--- config.mk ---
export PLATFORM = sky130hd
export DESIGN_NAME = demux_1to16_deser_flat
export DESIGN_NICKNAME = d
export VERILOG_FILES = /design/src/rtl/demux_1to16_deser_pkg.sv /design/src/rtl/demux_1to16_deser_if.sv /design/src/rtl/demux_1to16_deser_out_reg.sv /design/src/rtl/demux_1to16_deser.sv /design/src/flat_wrapper.sv
export SDC_FILE = /design/constraint.sdc
export NUM_CORES = 1
export LEC_CHECK = 0
export BUFFER_PORTS_ARGS = -buffer_cell sky130_fd_sc_hd__buf_2
export CAP_MARGIN = 10
export CORE_AREA = 2 2 81 83
export CTS_BUF_LIST = sky130_fd_sc_hd__clkbuf_16
export CTS_CLUSTER_SIZE = 30
export DETAILED_ROUTE_END_ITERATION = 10
export DIE_AREA = 0 0 83 85
export PLACE_DENSITY = 0.83
export SYNTH_ARGS = -nofsm -noshare
export SYNTH_HDL_FRONTEND = slang
export SYNTH_SLANG_ARGS = --single-unit
--- constraint.sdc ---
create_clock -name clk -period 10.92 [get_ports clk]
set_clock_uncertainty 0.15 [all_clocks]
set_input_delay 2.184 -clock clk [delete_from_list [all_inputs] [get_ports clk]]
set_output_delay 2.184 -clock clk [all_outputs]
set_load 0.005 [all_outputs]
--- src/rtl/demux_1to16_deser_pkg.sv ---
// Shared defaults, FSM state type and constants for the 1:16 bit deserialiser.
`timescale 1ns/1ps
package demux_deser_pkg;

    localparam int unsigned DEF_WIDTH = 16;
    localparam int unsigned DEF_SEL_W = 4;

    typedef enum logic {
        COLLECT = 1'b0,
        PEND    = 1'b1
    } state_e;

    localparam logic [DEF_WIDTH-1:0] MASK_FULL = '1;

endpackage

--- src/rtl/demux_1to16_deser_if.sv ---
// Serial-bit input, word output and status bundle of the deserialiser.
`timescale 1ns/1ps
interface demux_1to16_deser_if
    import demux_deser_pkg::*;
#(
    parameter int unsigned WIDTH = DEF_WIDTH,
    parameter int unsigned SEL_W = DEF_SEL_W
);
    logic             bit_in;
    logic             bit_valid;
    logic             bit_ready;
    logic             addr_mode;
    logic [SEL_W-1:0] select;
    logic             flush;
    logic [WIDTH-1:0] data_out;
    logic             word_valid;
    logic             word_partial;
    logic             word_ready;
    logic [SEL_W:0]   fill_count;

    // Deserialiser side
    modport slave (
        input  bit_in, bit_valid, addr_mode, select, flush, word_ready,
        output bit_ready, data_out, word_valid, word_partial, fill_count
    );

    // Bit producer / word consumer side
    modport master (
        output bit_in, bit_valid, addr_mode, select, flush, word_ready,
        input  bit_ready, data_out, word_valid, word_partial, fill_count
    );
endinterface

--- src/rtl/demux_1to16_deser_out_reg.sv ---
// One-word valid/ready holding register for assembled words.
`timescale 1ns/1ps
module demux_out_reg #(
    parameter int unsigned WIDTH = 16
) (
    input  logic             clk,
    input  logic             rst,
    input  logic             load,
    input  logic [WIDTH-1:0] load_data,
    input  logic             load_partial,
    input  logic             word_ready,
    output logic [WIDTH-1:0] data_out,
    output logic             word_valid,
    output logic             word_partial
);

    // A new load takes priority over a pop; data stays stable while unaccepted
    always_ff @(posedge clk) begin
        if (rst) begin
            data_out     <= '0;
            word_valid   <= 1'b0;
            word_partial <= 1'b0;
        end else if (load) begin
            data_out     <= load_data;
            word_valid   <= 1'b1;
            word_partial <= load_partial;
        end else if (word_valid && word_ready) begin
            word_valid   <= 1'b0;
            word_partial <= 1'b0;
        end
    end

endmodule

--- src/rtl/demux_1to16_deser.sv ---
// 1:16 deserialiser: steers one bit per handshake into a word slot chosen by
// select or an auto-increment pointer, and emits completed or flushed words.
`timescale 1ns/1ps
module demux_1to16_deser
    import demux_deser_pkg::*;
#(
    parameter int unsigned WIDTH = DEF_WIDTH,
    parameter int unsigned SEL_W = DEF_SEL_W
) (
    input  logic                clk,
    input  logic                rst,
    demux_1to16_deser_if.slave  bus
);

    localparam int unsigned CNT_W = SEL_W + 1;

    state_e           state;
    state_e           state_next;
    logic [WIDTH-1:0] collect;
    logic [WIDTH-1:0] mask;
    logic [SEL_W-1:0] ptr;
    logic [CNT_W-1:0] fill_q;
    logic             bit_ready_q;

    logic             accept;
    logic [SEL_W-1:0] slot;
    logic [WIDTH-1:0] collect_acc;
    logic [WIDTH-1:0] mask_acc;
    logic             out_free;
    logic             complete;

    logic             load;
    logic             load_partial;
    logic [WIDTH-1:0] load_data;
    logic             clear;

    logic [WIDTH-1:0] collect_next;
    logic [WIDTH-1:0] mask_next;
    logic [SEL_W-1:0] ptr_next;
    logic [CNT_W-1:0] fill_next;

    // Accepted bit merged into the working word and mask
    always_comb begin
        accept      = bus.bit_valid && bit_ready_q;
        slot        = bus.addr_mode ? bus.select : ptr;
        collect_acc = collect;
        mask_acc    = mask;
        if (accept) begin
            collect_acc[slot] = bus.bit_in;
            mask_acc[slot]    = 1'b1;
        end
        out_free = !bus.word_valid || bus.word_ready;
        complete = accept && (&mask_acc);
    end

    // FSM state register
    always_ff @(posedge clk) begin
        if (rst) begin
            state <= COLLECT;
        end else begin
            state <= state_next;
        end
    end

    // FSM next state: park a full word in PEND while the output is occupied
    always_comb begin
        state_next = state;
        case (state)
            COLLECT: if (complete && !out_free) state_next = PEND;
            PEND:    if (bus.word_ready)        state_next = COLLECT;
            default: state_next = COLLECT;
        endcase
    end

    // FSM outputs: output-register load and working-word clear strobes
    always_comb begin
        load         = 1'b0;
        load_partial = 1'b0;
        load_data    = collect_acc;
        clear        = 1'b0;
        case (state)
            COLLECT: begin
                if (complete) begin
                    if (out_free) begin
                        load  = 1'b1;
                        clear = 1'b1;
                    end
                end else if (bus.flush && (|mask_acc) && out_free) begin
                    load         = 1'b1;
                    load_partial = 1'b1;
                    clear        = 1'b1;
                end
            end
            PEND: begin
                load_data = collect;
                if (bus.word_ready) begin
                    load  = 1'b1;
                    clear = 1'b1;
                end
            end
            default: ;
        endcase
    end

    // Next working word, pointer and fill count
    always_comb begin
        collect_next = collect_acc;
        mask_next    = mask_acc;
        ptr_next     = ptr;
        if (accept && !bus.addr_mode) begin
            ptr_next = SEL_W'(ptr + 1'b1);
        end
        if (clear) begin
            collect_next = '0;
            mask_next    = '0;
            ptr_next     = '0;
        end
        fill_next = '0;
        for (int i = 0; i < int'(WIDTH); i++) begin
            fill_next = fill_next + CNT_W'(mask_next[i]);
        end
    end

    // Working word registers; bit_ready tracks the upcoming state
    always_ff @(posedge clk) begin
        if (rst) begin
            collect     <= '0;
            mask        <= '0;
            ptr         <= '0;
            fill_q      <= '0;
            bit_ready_q <= 1'b1;
        end else begin
            collect     <= collect_next;
            mask        <= mask_next;
            ptr         <= ptr_next;
            fill_q      <= fill_next;
            bit_ready_q <= (state_next == COLLECT);
        end
    end

    assign bus.bit_ready  = bit_ready_q;
    assign bus.fill_count = fill_q;

    demux_out_reg #(
        .WIDTH (WIDTH)
    ) u_out_reg (
        .clk          (clk),
        .rst          (rst),
        .load         (load),
        .load_data    (load_data),
        .load_partial (load_partial),
        .word_ready   (bus.word_ready),
        .data_out     (bus.data_out),
        .word_valid   (bus.word_valid),
        .word_partial (bus.word_partial)
    );

endmodule

--- src/flat_wrapper.sv ---
// flat-port wrapper written by rule: the top's interface ports become plain ports
module demux_1to16_deser_flat import demux_deser_pkg::*;
#(
    parameter int unsigned WIDTH = DEF_WIDTH,
    parameter int unsigned SEL_W = DEF_SEL_W
)
  (clk, rst, bus_bit_in, bus_bit_valid, bus_addr_mode, bus_select, bus_flush, bus_word_ready, bus_bit_ready, bus_data_out, bus_word_valid, bus_word_partial, bus_fill_count);
  demux_1to16_deser_if #(.WIDTH(WIDTH), .SEL_W(SEL_W)) bus_i ();
  input  logic clk;
  input  logic rst;
  input wire logic [$bits(bus_i.bit_in)-1:0] bus_bit_in;
  input wire logic [$bits(bus_i.bit_valid)-1:0] bus_bit_valid;
  input wire logic [$bits(bus_i.addr_mode)-1:0] bus_addr_mode;
  input wire logic [$bits(bus_i.select)-1:0] bus_select;
  input wire logic [$bits(bus_i.flush)-1:0] bus_flush;
  input wire logic [$bits(bus_i.word_ready)-1:0] bus_word_ready;
  output wire logic [$bits(bus_i.bit_ready)-1:0] bus_bit_ready;
  output wire logic [$bits(bus_i.data_out)-1:0] bus_data_out;
  output wire logic [$bits(bus_i.word_valid)-1:0] bus_word_valid;
  output wire logic [$bits(bus_i.word_partial)-1:0] bus_word_partial;
  output wire logic [$bits(bus_i.fill_count)-1:0] bus_fill_count;
  assign bus_i.bit_in = bus_bit_in;
  assign bus_i.bit_valid = bus_bit_valid;
  assign bus_i.addr_mode = bus_addr_mode;
  assign bus_i.select = bus_select;
  assign bus_i.flush = bus_flush;
  assign bus_i.word_ready = bus_word_ready;
  assign bus_bit_ready = bus_i.bit_ready;
  assign bus_data_out = bus_i.data_out;
  assign bus_word_valid = bus_i.word_valid;
  assign bus_word_partial = bus_i.word_partial;
  assign bus_fill_count = bus_i.fill_count;
  demux_1to16_deser #(.WIDTH(WIDTH), .SEL_W(SEL_W)) u_core (.clk(clk), .rst(rst), .bus(bus_i));
endmodule
==> flow_summary.yaml <==
clock_network:
  clk_pin_slew_ns: 0.05
  clockBufferDepth: 2
  cts_buffers: 9
  h-tree-depth: 3
  cts_tree: "yes"
  cts_resized: 0
  cts_root_buf: "clkbuf_16"
  holdBufCountCts: 0
  cts_setup_buffers: 0
  clock_sinks: 61
  insertion_delay_ns: 0.33
drt:
  num_vias: 3132
  top_layer: "met4"
  wire_per_inst_um: 18.3
  wirelength_met1_um: 4130
  drcViolationCount: 0
  wl_met2_um: 4260
  firstDrtPassIters: 5
  viasPerCell: 6.33
  drt_iter0_drc: 157
  drt-total-wl_um: 9070
  wl_met3_um: 462
  drtAntennaViolNets: 0
die:
  die_h_um: 85
  die-area_um2: 7060
  row_count: 29
  die_w_um: 83
  ios: 35
  start_util_pct: 61.7
  core_um2: 6200
logic_synthesis:
  mappedNetlistArea_um2: 3830
  synth_edf_count: 0
  ys_seq_area_share_pct: 31.9
  syn_nets: 425
  yosys.area.top_type_share_pct: 31.9
  synth_top_cell_by_area: "dfxtp_1"
  async_reset_ff_share_pct: 0
  synth_cell_types: 62
  synth_top_family_by_area: "simple AND/OR/NAND/NOR gates"
  synth_warnings: 0
  synth_cells: 398
  ys.flop_type: "dfxtp_1"
  synthAdderAreaFrac_pct: 7.18
  synth_compound_area_share_pct: 19.2
  yosys.area_share.xor_xnor_pct: 1.14
  synth-simple-area-share_pct: 22.9
  yosys-top-cells-area: "dfxtp_1 32%, mux2i_1 9.1%, nor3_2 6.0%"
  syn_avg_cell_area_um2: 9.63
  ys_ff_latch: 61
  synth.area.mux_share_pct: 10.4
global_route:
  grt_pass1_vias: 3012
  grt_antenna_before_repair: 0
  grt_pass1_wl_um: 15000
  grt_max_degree: 52
  grtUsageTotal_pct: 26.0
  grt.overflow.total: 0
worst_setup_path:
  worstPathMaxFanout: 45
  path_cells: "buf_2 > mux2_2 > nor3_2 > nand3_1 > a32oi_1 > a41o_1 > a22o_4 > nor2_1 > ha_1 > inv_1 > fa_1 > fa_1 > fa_1 > inv_1 > fa_1 > inv_1 > fa_1 > fa_1 > inv_1 > a21oi_1 > nor3b_1"
  critPathLaunchType: "primary input"
  regToRegStartpoint: "u_core.bus.bit_ready$_SDFF_PP1_"
  crit_top_cell: "fa_1"
  critPathBufInv: 5
  slowest_delay_ns: 0.71
  cp.arrival_ns: 9.12
  crit_family: "adder cells"
  critPathRequiredTime_ns: 11.00
  slowest_stage: "a41o_1"
  end_kind: "register"
  reg2regPathDepth: 20
  timing.rr.end: "u_core.bus.fill_count[4]$_SDFF_PP0_"
  worstSetupPathType: "in2reg"
  r2r_setup_slack_ns: 3.63
cells_and_area:
  ff_latch_area_um2: 1220
  finalNonFillerCells: 495
  drive_above_1_share_pct: 23.7
  final_common_cell: "dfxtp_1"
  syn_to_final_growth_pct: 9.96
  diodes: 0
  fillers: 472
  final_cell_mix: "61 x dfxtp_1, 37 x nand2_1, 35 x mux2i_1"
  nets: 440
  multi_input_area_um2: 2330
timing:
  finalHoldViolations: 0
  fin_crit_ns: 9.05
  timing.final.ws_setup_ns: 1.87
  finalMaxSlewViolations: 0
  period_share_pct: 82.8
  holdWs_ns: 0.382
  tns_ns: 0
  max_freq_mhz: 111
  rsz0062_at_grt: "false"
  slew-limit-headroom_pct: 30.3
  setup_viol: 0
  worst_pin_slew_ns: 1.03
hold_path:
  whs_path_depth: 2
  min-delay-start: "u_core.collect[6]$_SDFF_PP0_"
  min_path_type: "reg2reg"
  min_to: "u_core.collect[6]$_SDFF_PP0_"
power_and_ir_drop:
  clkPwrFrac_pct: 46.0
  ir_drop_mv: 0.131
  seq_power_share_pct: 36.9
  power_switching_mw: 0.181
  power.total_mw: 0.657
  power.leakage_nw: 1.71
  comb_power_share_pct: 17.1
  p_int_mw: 0.476
  p_per_area_nw_per_um2: 156
  switching_share_pct: 27.5
placement:
  dp.cells: 479
  pre_cts_ws_ns: 1.59
  io_buffer_count: 34
  dp.final_hpwl_um: 6170
  gp_congestion: 0.959
flow_run:
  maxCapViolCount: 0
run_status:
  status: "complete, no violations"
## worst max path at each step
stage | startpoint | to | slack [ns] | depth (start not counted)
2_1_floorplan | bus_addr_mode | u_core.bus.fill_count[4]$_SDFF_PP0_ | 3.21 | 24
3_3_place_gp | bus_addr_mode | u_core.bus.fill_count[4]$_SDFF_PP0_ | 1.86 | 21
3_5_place_dp | bus_addr_mode | u_core.bus.fill_count[4]$_SDFF_PP0_ | 1.59 | 21
4_1_cts | bus_addr_mode | u_core.bus.fill_count[4]$_SDFF_PP0_ | 1.91 | 21
5_1_grt | bus_addr_mode | u_core.bus.fill_count[4]$_SDFF_PP0_ | 1.52 | 21
6_report | bus_addr_mode | u_core.bus.fill_count[4]$_SDFF_PP0_ | 1.87 | 21
## area by class of cell
type	instances	share of cell area [%]
multi-input cells	290	55.3
inverters	13	1.16
clock inverters	7	2.14
repair buffers	38	4.75
flip-flops and latches	61	29.0
well taps	77	2.29
clock buffers	9	5.35
## registers in the layout, indices dropped and copies added (netlist names)
name	count
u_core.state	1
u_core.bus.fill_count	5
u_core.mask	16
u_core.bus.bit_ready	1
u_core.u_out_reg.data_out	16
u_core.ptr	4
u_core.u_out_reg.word_partial	1
u_core.collect	16
u_core.u_out_reg.word_valid	1
## routing by layer
layer | vias up | global-route usage (%)
li1 | 1486 | -
met1 | 1512 | 34.2
met2 | 110 | 42.8
met3 | 24 | 5.25
met4 | 0 | 9.09
met5 | - | 0
## worst min-delay path: stages (launching register included)
cell	delay [ns]
dfxtp_1	0.32
mux2i_1	0.08
nor3_2	0.09
## Yosys cell counts (3+ instances only)
master / instances
a211oi_1: 10
a211oi_2: 11
a21oi_1: 13
a221oi_1: 16
a31oi_1: 3
and2_1: 12
buf_2: 10
buf_4: 4
buf_6: 7
clkbuf_1: 10
dfxtp_1: 61
fa_1: 10
ha_1: 6
inv_1: 13
mux2i_1: 35
nand2_1: 37
nand2b_1: 9
nand3_1: 10
nand4bb_1: 3
nor2_1: 17
nor3_1: 9
nor3_2: 23
nor4_1: 6
o21a_1: 6
o21ai_0: 5
o21ai_1: 4
xor2_1: 3
## stage by stage
step                cell area [µm²]  util, %
floorplan                      3830        -
global placement               3900     62.8
detailed placement             3900     62.8
CTS                            4210     67.9
global route                   4210     67.9
finish                         4210     67.9
## cell families (layout without fill, tap and decap cells)
group | Yosys count | count (layout)
AND/OR/NAND/NOR | 144 | 144
AO/OA/AOI/OAI | 87 | 87
flip-flops | 61 | 61
buffers and inverters | 47 | 67
multiplexers | 38 | 38
adder cells (fa/ha/maj) | 16 | 16
XOR/XNOR | 5 | 5
## power groups by stage
stage	Combinational, mW	Clock [mW]	Sequential [mW]
6_report	0.112	0.302	0.242
4_1_cts	0.112	0.305	0.242
3_5_place_dp	0.111	0	0.247
5_1_grt	0.122	0.315	0.244
3_3_place_gp	0.108	0	0.246
2_1_floorplan	0.0928	0	0.247
Note: power is estimated with default switching activity, not from simulation.
